**src/rtl/spi_slave_axi_arbiter.sv**
```systemverilog
// spi_slave_axi_arbiter: shares one single-beat AXI4 master between two req/gnt/rsp requesters.
// Round-robin by default; define SPI_AXI_ARB_FIXED_PRIO_EN for fixed priority (requester 0 first).
module spi_slave_axi_arbiter #(
  parameter int AXI_ADDR_WIDTH = 32,
  parameter int AXI_DATA_WIDTH = 64
) (
  input  logic                          axi_aclk,
  input  logic                          axi_aresetn,
  input  logic [1:0]                    req_i,
  input  logic [1:0]                    we_i,
  input  logic [2*AXI_ADDR_WIDTH-1:0]   addr_i,
  input  logic [2*AXI_DATA_WIDTH-1:0]   wdata_i,
  output logic [1:0]                    gnt_o,
  output logic [1:0]                    rsp_valid_o,
  output logic [AXI_DATA_WIDTH-1:0]     rsp_rdata_o,
  output logic                          rsp_err_o,
  output logic                          aw_valid_o,
  output logic [AXI_ADDR_WIDTH-1:0]     aw_addr_o,
  input  logic                          aw_ready_i,
  output logic                          w_valid_o,
  output logic [AXI_DATA_WIDTH-1:0]     w_data_o,
  output logic [AXI_DATA_WIDTH/8-1:0]   w_strb_o,
  output logic                          w_last_o,
  input  logic                          w_ready_i,
  input  logic                          b_valid_i,
  input  logic [1:0]                    b_resp_i,
  output logic                          b_ready_o,
  output logic                          ar_valid_o,
  output logic [AXI_ADDR_WIDTH-1:0]     ar_addr_o,
  input  logic                          ar_ready_i,
  input  logic                          r_valid_i,
  input  logic [AXI_DATA_WIDTH-1:0]     r_data_i,
  input  logic [1:0]                    r_resp_i,
  output logic                          r_ready_o
);
  typedef enum logic [2:0] {IDLE, RD_ADDR, RD_DATA, WR_REQ, WR_RESP} state_e;
  state_e                      state_q;
  logic [AXI_ADDR_WIDTH-1:0]   addr_q;
  logic [AXI_DATA_WIDTH-1:0]   wdata_q, rdata_q;
  logic                        idx_q, err_q, aw_done_q, w_done_q, aw_done_d, w_done_d, win;
  logic [1:0]                  rsp_valid_q;
  logic                        unused_resp;
`ifdef SPI_AXI_ARB_FIXED_PRIO_EN
  assign win = !req_i[0];
`else
  logic last_q;
  assign win = (&req_i) ? !last_q : req_i[1];
`endif
  assign unused_resp = ^{r_resp_i[0], b_resp_i[0]};
  // Gated by reset so a request held during reset never shows a grant.
  assign gnt_o       = (state_q == IDLE && axi_aresetn && |req_i) ? {win, !win} : 2'b00;
  assign ar_valid_o  = state_q == RD_ADDR;
  assign r_ready_o   = state_q == RD_DATA;
  assign aw_valid_o  = state_q == WR_REQ && !aw_done_q;
  assign w_valid_o   = state_q == WR_REQ && !w_done_q;
  assign b_ready_o   = state_q == WR_RESP;
  assign aw_addr_o   = addr_q;
  assign ar_addr_o   = addr_q;
  assign w_data_o    = wdata_q;
  assign w_strb_o    = '1;
  assign w_last_o    = 1'b1;
  assign rsp_valid_o = rsp_valid_q;
  assign rsp_rdata_o = rdata_q;
  assign rsp_err_o   = err_q;
  assign aw_done_d   = aw_done_q | aw_ready_i;
  assign w_done_d    = w_done_q | w_ready_i;
  always_ff @(posedge axi_aclk or negedge axi_aresetn) begin
    if (!axi_aresetn) begin
      state_q     <= IDLE;
      addr_q      <= '0;
      wdata_q     <= '0;
      rdata_q     <= '0;
      idx_q       <= 1'b0;
      err_q       <= 1'b0;
      aw_done_q   <= 1'b0;
      w_done_q    <= 1'b0;
      rsp_valid_q <= 2'b00;
`ifndef SPI_AXI_ARB_FIXED_PRIO_EN
      last_q      <= 1'b1;
`endif
    end else begin
      rsp_valid_q <= 2'b00;
      case (state_q)
        IDLE: if (|req_i) begin
          addr_q  <= win ? addr_i[2*AXI_ADDR_WIDTH-1:AXI_ADDR_WIDTH] : addr_i[AXI_ADDR_WIDTH-1:0];
          wdata_q <= win ? wdata_i[2*AXI_DATA_WIDTH-1:AXI_DATA_WIDTH] : wdata_i[AXI_DATA_WIDTH-1:0];
          idx_q   <= win;
`ifndef SPI_AXI_ARB_FIXED_PRIO_EN
          last_q  <= win;
`endif
          state_q <= we_i[win] ? WR_REQ : RD_ADDR;
        end
        RD_ADDR: if (ar_ready_i) state_q <= RD_DATA;
        RD_DATA: if (r_valid_i) begin
          rdata_q     <= r_data_i;
          err_q       <= r_resp_i[1];
          rsp_valid_q <= {idx_q, !idx_q};
          state_q     <= IDLE;
        end
        WR_REQ: begin
          aw_done_q <= aw_done_d;
          w_done_q  <= w_done_d;
          if (aw_done_d && w_done_d) begin
            aw_done_q <= 1'b0;
            w_done_q  <= 1'b0;
            state_q   <= WR_RESP;
          end
        end
        WR_RESP: if (b_valid_i) begin
          err_q       <= b_resp_i[1];
          rsp_valid_q <= {idx_q, !idx_q};
          state_q     <= IDLE;
        end
        default: state_q <= IDLE;
      endcase
    end
  end
endmodule

```
**config.mk**
```make
export PLATFORM = sky130hd
export DESIGN_NAME = spi_slave_axi_arbiter
export DESIGN_NICKNAME = d
export VERILOG_FILES = /design/src/rtl/spi_slave_axi_arbiter.sv
export SDC_FILE = /design/constraint.sdc
export NUM_CORES = 1
export LEC_CHECK = 0
export ABC_CLOCK_PERIOD_IN_PS = 1400
export CAP_MARGIN = 5
export CELL_PAD_IN_SITES_DETAIL_PLACEMENT = 1
export CELL_PAD_IN_SITES_GLOBAL_PLACEMENT = 2
export CORE_MARGIN = 4
export CORE_UTILIZATION = 20
export CTS_CLUSTER_DIAMETER = 200
export DETAILED_ROUTE_END_ITERATION = 10
export PLACE_DENSITY = 0.75
export SYNTH_ARGS = -nofsm -noshare
export SYNTH_HDL_FRONTEND = slang
export SYNTH_SLANG_ARGS = --single-unit
export TNS_END_PERCENT = 30
```
**constraint.sdc**
```tcl
create_clock -name axi_aclk -period 1.4 [get_ports axi_aclk]
set_input_delay 0.21 -clock axi_aclk [delete_from_list [all_inputs] [get_ports axi_aclk]]
set_output_delay 0.21 -clock axi_aclk [all_outputs]
set_load 0.05 [all_outputs]
```
==> impl_metrics.tcl, run 1 <==
set metrics [dict create \
    fin_nets 1423 \
    synthAdderAreaFrac_pct 0 \
    grt_pass1_vias 7734 \
    place_ws_ns -0.619 \
    row_count 72 \
    ant_nets 0 \
    synth_edf_count 0 \
    htreeDepth 4 \
    grt.overflow.total 0 \
    cts_buffer_depth 2 \
    tightestPinTransition_ns 0.726 \
    cts_buffers 17 \
    num_io_pins 482 \
    synthSimpleGateAreaFrac_pct 6.61 \
    die_y_um 206 \
    fmax_ghz 0.502 \
    path_class "reg2out" \
    ys_seq_elements 170 \
    antenna_found_initial 2 \
    p_per_area_mw_per_mm2 2890 \
    synth-main-ff-cell "dfrtp_1" \
    vias 6951 \
    finalSetupTns_ns -52.00 \
    hp-class "in2async" \
    drv_cap 0 \
    start_util_pct 20.3 \
    totalWireLength_um 36200 \
    slew_viol_final 0 \
    leakage_nw 7.27 \
    muxShareOfSynthArea_pct 23.3 \
    die_area_sq_mm 0.0426 \
    skew_ns 0.00940 \
    area_delta_synth_final_pct 111 \
    period_needed_ns 1.99 \
    core_area_sq_mm 0.0387 \
    stdcell_area_sq_mm 0.0166 \
    drt-initial-drc-count 167 \
    avgRoutedWirePerCell_um 21.5 \
    cts_sinks 170 \
    synth_cell_types 41 \
    insertion_delay_ns 0.44 \
    finalSetupViolations 176 \
    syn-cell-area_sq_mm 0.00787 \
    viasPerCell 4.13 \
    hold_viol_final 0 \
    rsz0062_at_grt "yes" \
    slew_headroom_pct 51.6 \
    grt_pass1_wl_um 50600 \
    ir_worst_vdd_uv 954 \
    grt_max_degree 92 \
    cp_max_fo 5 \
    clk_pin_slew_ns 0.07 \
    synth_top_family_by_area "multiplexers" \
    die_w_um 206 \
    synth_compound_area_share_pct 7.52 \
    worst_slack_ns -0.591 \
    dp_hpwl_um 26900 \
    worstPathRequired_ns 1.19 \
    cp-start-kind "flip-flop" \
    synth_seq_area_share_pct 54.1 \
    synth_xor_area_share_pct 0 \
    diodes 0 \
    cts-root-buf "clkbuf_16" \
    arrival_ns 1.78 \
    finalCoreUtilization_pct 42.8 \
    io_buffers 470 \
    tritoncts "built" \
    setup.worst_path.start "state_q[2]" \
    placed_cell_area_sq_mm 0.0152 \
    drive_gt1_share_pct 35.3 \
    critPathCaptureType "primary output" \
    yosysWarnings 0 \
    violations "setup timing" \
    nFillCells 4050 \
    postSynthAreaPerCell_sq_um 12.1 \
    finalCritPeriodShare_pct 142 \
    dr.pass1.iters 4 \
    syn-instance-count 651 \
    async_flop_share_pct 100 \
    r2r-start "state_q[0]" \
    status "complete, but fails checks" \
    drc 0 \
    grtUsageTotal_pct 16.0 \
    gp_congestion 0.745 \
]
==> critical path, stage by stage (launching register included) <==
cell	delay, ns
dfrtp_2	0.41
buf_4	0.15
buf_6	0.13
nand3b_1	0.27
nor2_2	0.22
buf_12	0.16
==> registers in the layout, indices dropped and copies added, names as in the netlist <==
name and cells:
rsp_valid_o 2, w_data_o 64, w_done_q 1, ar_addr_o 32
aw_done_q 1, last_q 1, rsp_err_o 1, rsp_rdata_o 64
state_q 3, idx_q 1
==> layout make-up <==
| cell class | instances | area, sq um | share of cell area [%] |
|---|---|---|---|
| clock buffer | 19 | 443 | 2.67 |
| clock inverter | 13 | 143 | 0.861 |
| inverter | 2 | 7.51 | 0.0453 |
| multi-input combinational | 406 | 3190 | 19.3 |
| sequential | 170 | 4260 | 25.7 |
| tap | 518 | 648 | 3.91 |
| timing repair buffer | 555 | 7880 | 47.5 |
==> where the power goes <==
group          leakage [nW]  internal (W)  total (W)  switching [W]
registers              2.07       0.00740     0.0106        0.00322
logic                  4.93        0.0163     0.0323         0.0161
clock network         0.272       0.00269    0.00488        0.00218
==> layer usage <==
| metal | global-route usage (%) | up-vias | routed length (um) |
|---|---|---|---|
| li1 | - | 3201 | - |
| met4 | 4.11 | 4 | 527 |
| met5 | 0 | - | 22 |
| met3 | 6.40 | 22 | 3520 |
| met2 | 29.4 | 307 | 19100 |
| met1 | 17.1 | 3417 | 13100 |
==> cell usage in the layout, fill, tap and decap left out, types with 7 or more instances in the layout <==
cell	n
nand2_1	98
buf_6	11
mux2i_1	96
clkdlybuf4s50_1	267
buf_4	42
clkbuf_16	23
dfrtp_1	164
nor2_1	7
o21ai_1	72
o21ai_0	22
mux2_4	65
buf_12	218
conb_1	9
==> cell usage after synthesis, types with 6 or more instances <==
library cell	count	area [sq um]
clkbuf_1	6	22.5
nand2_1	99	372
mux2_4	38	571
nor2_1	11	41.3
buf_4	51	383
o21ai_1	50	250
dfrtp_1	169	4230
o21ai_0	47	235
buf_6	9	101
mux2_2	26	293
mux2i_1	96	961
buf_2	6	30.0
==> timing repair <==
item | in CTS | in global routing
hold buffers | 1 | 0
setup buffers | 11 | 11
gates resized for setup | 53 | 44
endpoints found under the setup margin | 177 | 269
endpoints found under the hold margin | 169 | 0
gates cloned | 8 | 6
pin swaps | 4 | 9
==> cell families (layout without fill, tap and decap cells) <==
family | after synthesis | count (layout)
flops | 170 | 170
mux | 161 | 161
simple gates | 124 | 124
compound gates | 112 | 112
buf+inv | 83 | 589
other cells | 1 | 9
==> through the flow <==
step | hold WS (ns) | total power [W] | instances
after floorplan | -0.0856 | 0.0247 | 659
after global placement | 0.0779 | 0.0403 | 1617
after detailed placement | 0.0762 | 0.0409 | 1617
after CTS | 0.335 | 0.0473 | 1669
after global routing | 0.0802 | 0.0500 | 1683
final | 0.0582 | 0.0478 | 1683
==> final timing paths <==
kind | to | slack (ns) | cells past startpoint
setup / recovery | aw_valid_o | -0.59 | 5
hold / removal | w_data_o[49] | 0.06 | 2
setup reg to reg | rsp_rdata_o[8] | -0.49 | 6
hold reg to reg | rsp_valid_o[0] | 0.52 | 1
max in group asynchronous | state_q[1] | 0.35 | 3
min in group axi_aclk | rsp_err_o | 0.35 | 3
No activity file was read; power rests on OpenSTA's default activity.
==> run 2, diff against run 1 <==
--- a/config.mk
+++ b/config.mk
@@ -9,6 +9,7 @@
 export CAP_MARGIN = 5
 export CELL_PAD_IN_SITES_DETAIL_PLACEMENT = 1
 export CELL_PAD_IN_SITES_GLOBAL_PLACEMENT = 2
+export CORE_ASPECT_RATIO = 1.5
 export CORE_MARGIN = 4
 export CORE_UTILIZATION = 20
 export CTS_CLUSTER_DIAMETER = 200
==> run 2 against run 1 <==
Net effect:
- the run still ends with setup timing left
- via count is 1.8% higher
- clock-buffer cell count is 2 lower
- clock power is 2% higher
- combinational power is 3% higher
- register-to-register slack better by 0.04 ns
- cell area is 2.7% higher
- utilization is 1.3 points higher
- die area is 0.15% higher
==> impl_metrics.tcl, run 2 (synthesis gave the netlist of run 1 again) <==
set metrics [dict create \
    fin_nets 1447 \
    tritoncts "built" \
    cp_slowest_cell "dfrtp_2" \
    hold_viol_final 0 \
    p_per_area_mw_per_mm2 2880 \
    ir_worst_vdd_uv 1600 \
    grt_pass1_vias 7889 \
    grt_pass1_wl_um 50300 \
    critical_path_buf_inv_count 2 \
    grtUsageTotal_pct 15.6 \
    io_buffers 470 \
    violations "setup timing" \
    cp_max_fo 2 \
    die_area_sq_mm 0.0426 \
    arrival_ns 1.77 \
    drt-initial-drc-count 201 \
    slew_viol_final 0 \
    path_class "reg2out" \
    rsz0062_at_grt "yes" \
    vias 7076 \
    viasPerCell 4.20 \
    crit_path_max_incr_delay_ns 0.44 \
    critPathCaptureType "primary output" \
    insertion_delay_ns 0.45 \
    crit_chain "nor3_4 > o21ai_4 > buf_12 > nor3b_4 > buf_6" \
    dr.pass1.iters 4 \
    ant_nets 0 \
    num_io_pins 482 \
    drc 0 \
    cts-root-buf "clkbuf_16" \
    finalPower_w 0.0491 \
    cts_sinks 170 \
    grt.overflow.total 0 \
    leakage_nw 7.52 \
    start_util_pct 20.4 \
    cts_buffers 17 \
    status "complete, but fails checks" \
    totalWireLength_um 34700 \
    htreeDepth 4 \
    cts_buffer_depth 2 \
    cp-start-kind "flip-flop" \
    drive_gt1_share_pct 39.3 \
    fmax_ghz 0.504 \
    antenna_found_initial 1 \
    avgRoutedWirePerCell_um 20.6 \
    die_w_um 170 \
    clk_pin_slew_ns 0.08 \
    grt_max_degree 63 \
    layout_common_cells "clkdlybuf4s50_1, buf_12, dfrtp_1, mux2i_1, nand2_1" \
    finalCritPeriodShare_pct 142 \
    skew_ns 0.0125 \
    area_delta_synth_final_pct 116 \
    core_area_sq_mm 0.0386 \
    drv_cap 0 \
    die_y_um 251 \
    gp_congestion 0.784 \
    dp_hpwl_um 25900 \
    period_needed_ns 1.98 \
    row_count 88 \
    worstPathRequired_ns 1.19 \
    hp-class "in2async" \
    place_ws_ns -0.438 \
    worst_slack_ns -0.585 \
    finalSetupViolations 174 \
    crit_family "simple AND/OR/NAND/NOR gates" \
    final_common_cell "clkdlybuf4s50_1" \
]
[run 2: cell count changes in the layout (fill, tap and decap cells not counted), moves of 5 or more]
cell / delta
o21ai_0: -10
buf_6: +7
nand2_1: -17
buf_4: +9
o21ai_2: +15
buf_16: +7
nand2_2: +14
o21ai_1: -5
inv_8: +6
[run 2: final timing paths]
kind,from,end,slack (ns),cells after the start
worst max-delay path,state_q[1],gnt_o[0],-0.58,5
worst min-delay path,axi_aresetn,rsp_rdata_o[19],0.37,3
worst max register to register,state_q[2],rsp_rdata_o[20],-0.45,7
worst min register to register,idx_q,rsp_valid_o[0],0.44,1
max in group asynchronous,axi_aresetn,ar_addr_o[24],0.30,4
min in group axi_aclk,r_data_i[41],rsp_rdata_o[41],0.37,2
[run 2: tightest hold or removal path, delay by kind of cell]
kind                   cells  cell delay, ns
buffers and inverters      3            0.99
[run 2: where the power goes]
part / switching (W) / total [W] / internal, W
combinational: 0.0162 / 0.0334 / 0.0172
sequential: 0.00325 / 0.0107 / 0.00740
clock: 0.00240 / 0.00497 / 0.00257
total: 0.0219 / 0.0491 / 0.0272
[run 2: per-stage QoR]
step | setup TNS, ns | cell area (sq um) | cells | hold WS [ns] | utilization, %
after floorplan | -44.27 | 7930 | 659 | -0.0856 | -
after global placement | -45.42 | 15300 | 1610 | 0.243 | 39.6
after detailed placement | -47.72 | 15300 | 1610 | 0.243 | 39.6
after CTS | -70.17 | 16800 | 1678 | 0.344 | 43.5
after global routing | -69.26 | 17000 | 1685 | 0.350 | 44.1
final | -61.57 | 17000 | 1685 | 0.374 | 44.1
[run 2: routing by layer]
metal	share of wire [%]	global-route usage (%)	vias to the layer above
met5	0	0	-
met4	1.9	5.11	0
met3	7.3	4.42	34
met2	55	29.4	309
met1	36	16.6	3480
li1	-	-	3253
[run 2: cell type report]
| type | count | area [sq um] |
|---|---|---|
| fill | 3934 | 21600 |
| antenna | 1 | 2.50 |
| timing repair buffer | 579 | 8250 |
| multi-input combinational | 406 | 3280 |
| clock inverter | 15 | 176 |
| inverter | 2 | 10.0 |
| clock buffer | 17 | 425 |
| tap | 495 | 619 |
| sequential | 170 | 4260 |
[run 2: repair_timing]
| action | in CTS | in global routing |
|---|---|---|
| resized for setup | 107 | 60 |
| gates cloned | 16 | 3 |
| pin swaps | 8 | 16 |
| buffers inserted | 19 | 7 |
| setup endpoints to repair | 178 | 180 |
| hold endpoints to repair | 36 | 0 |
| hold buffers | 1 | 0 |
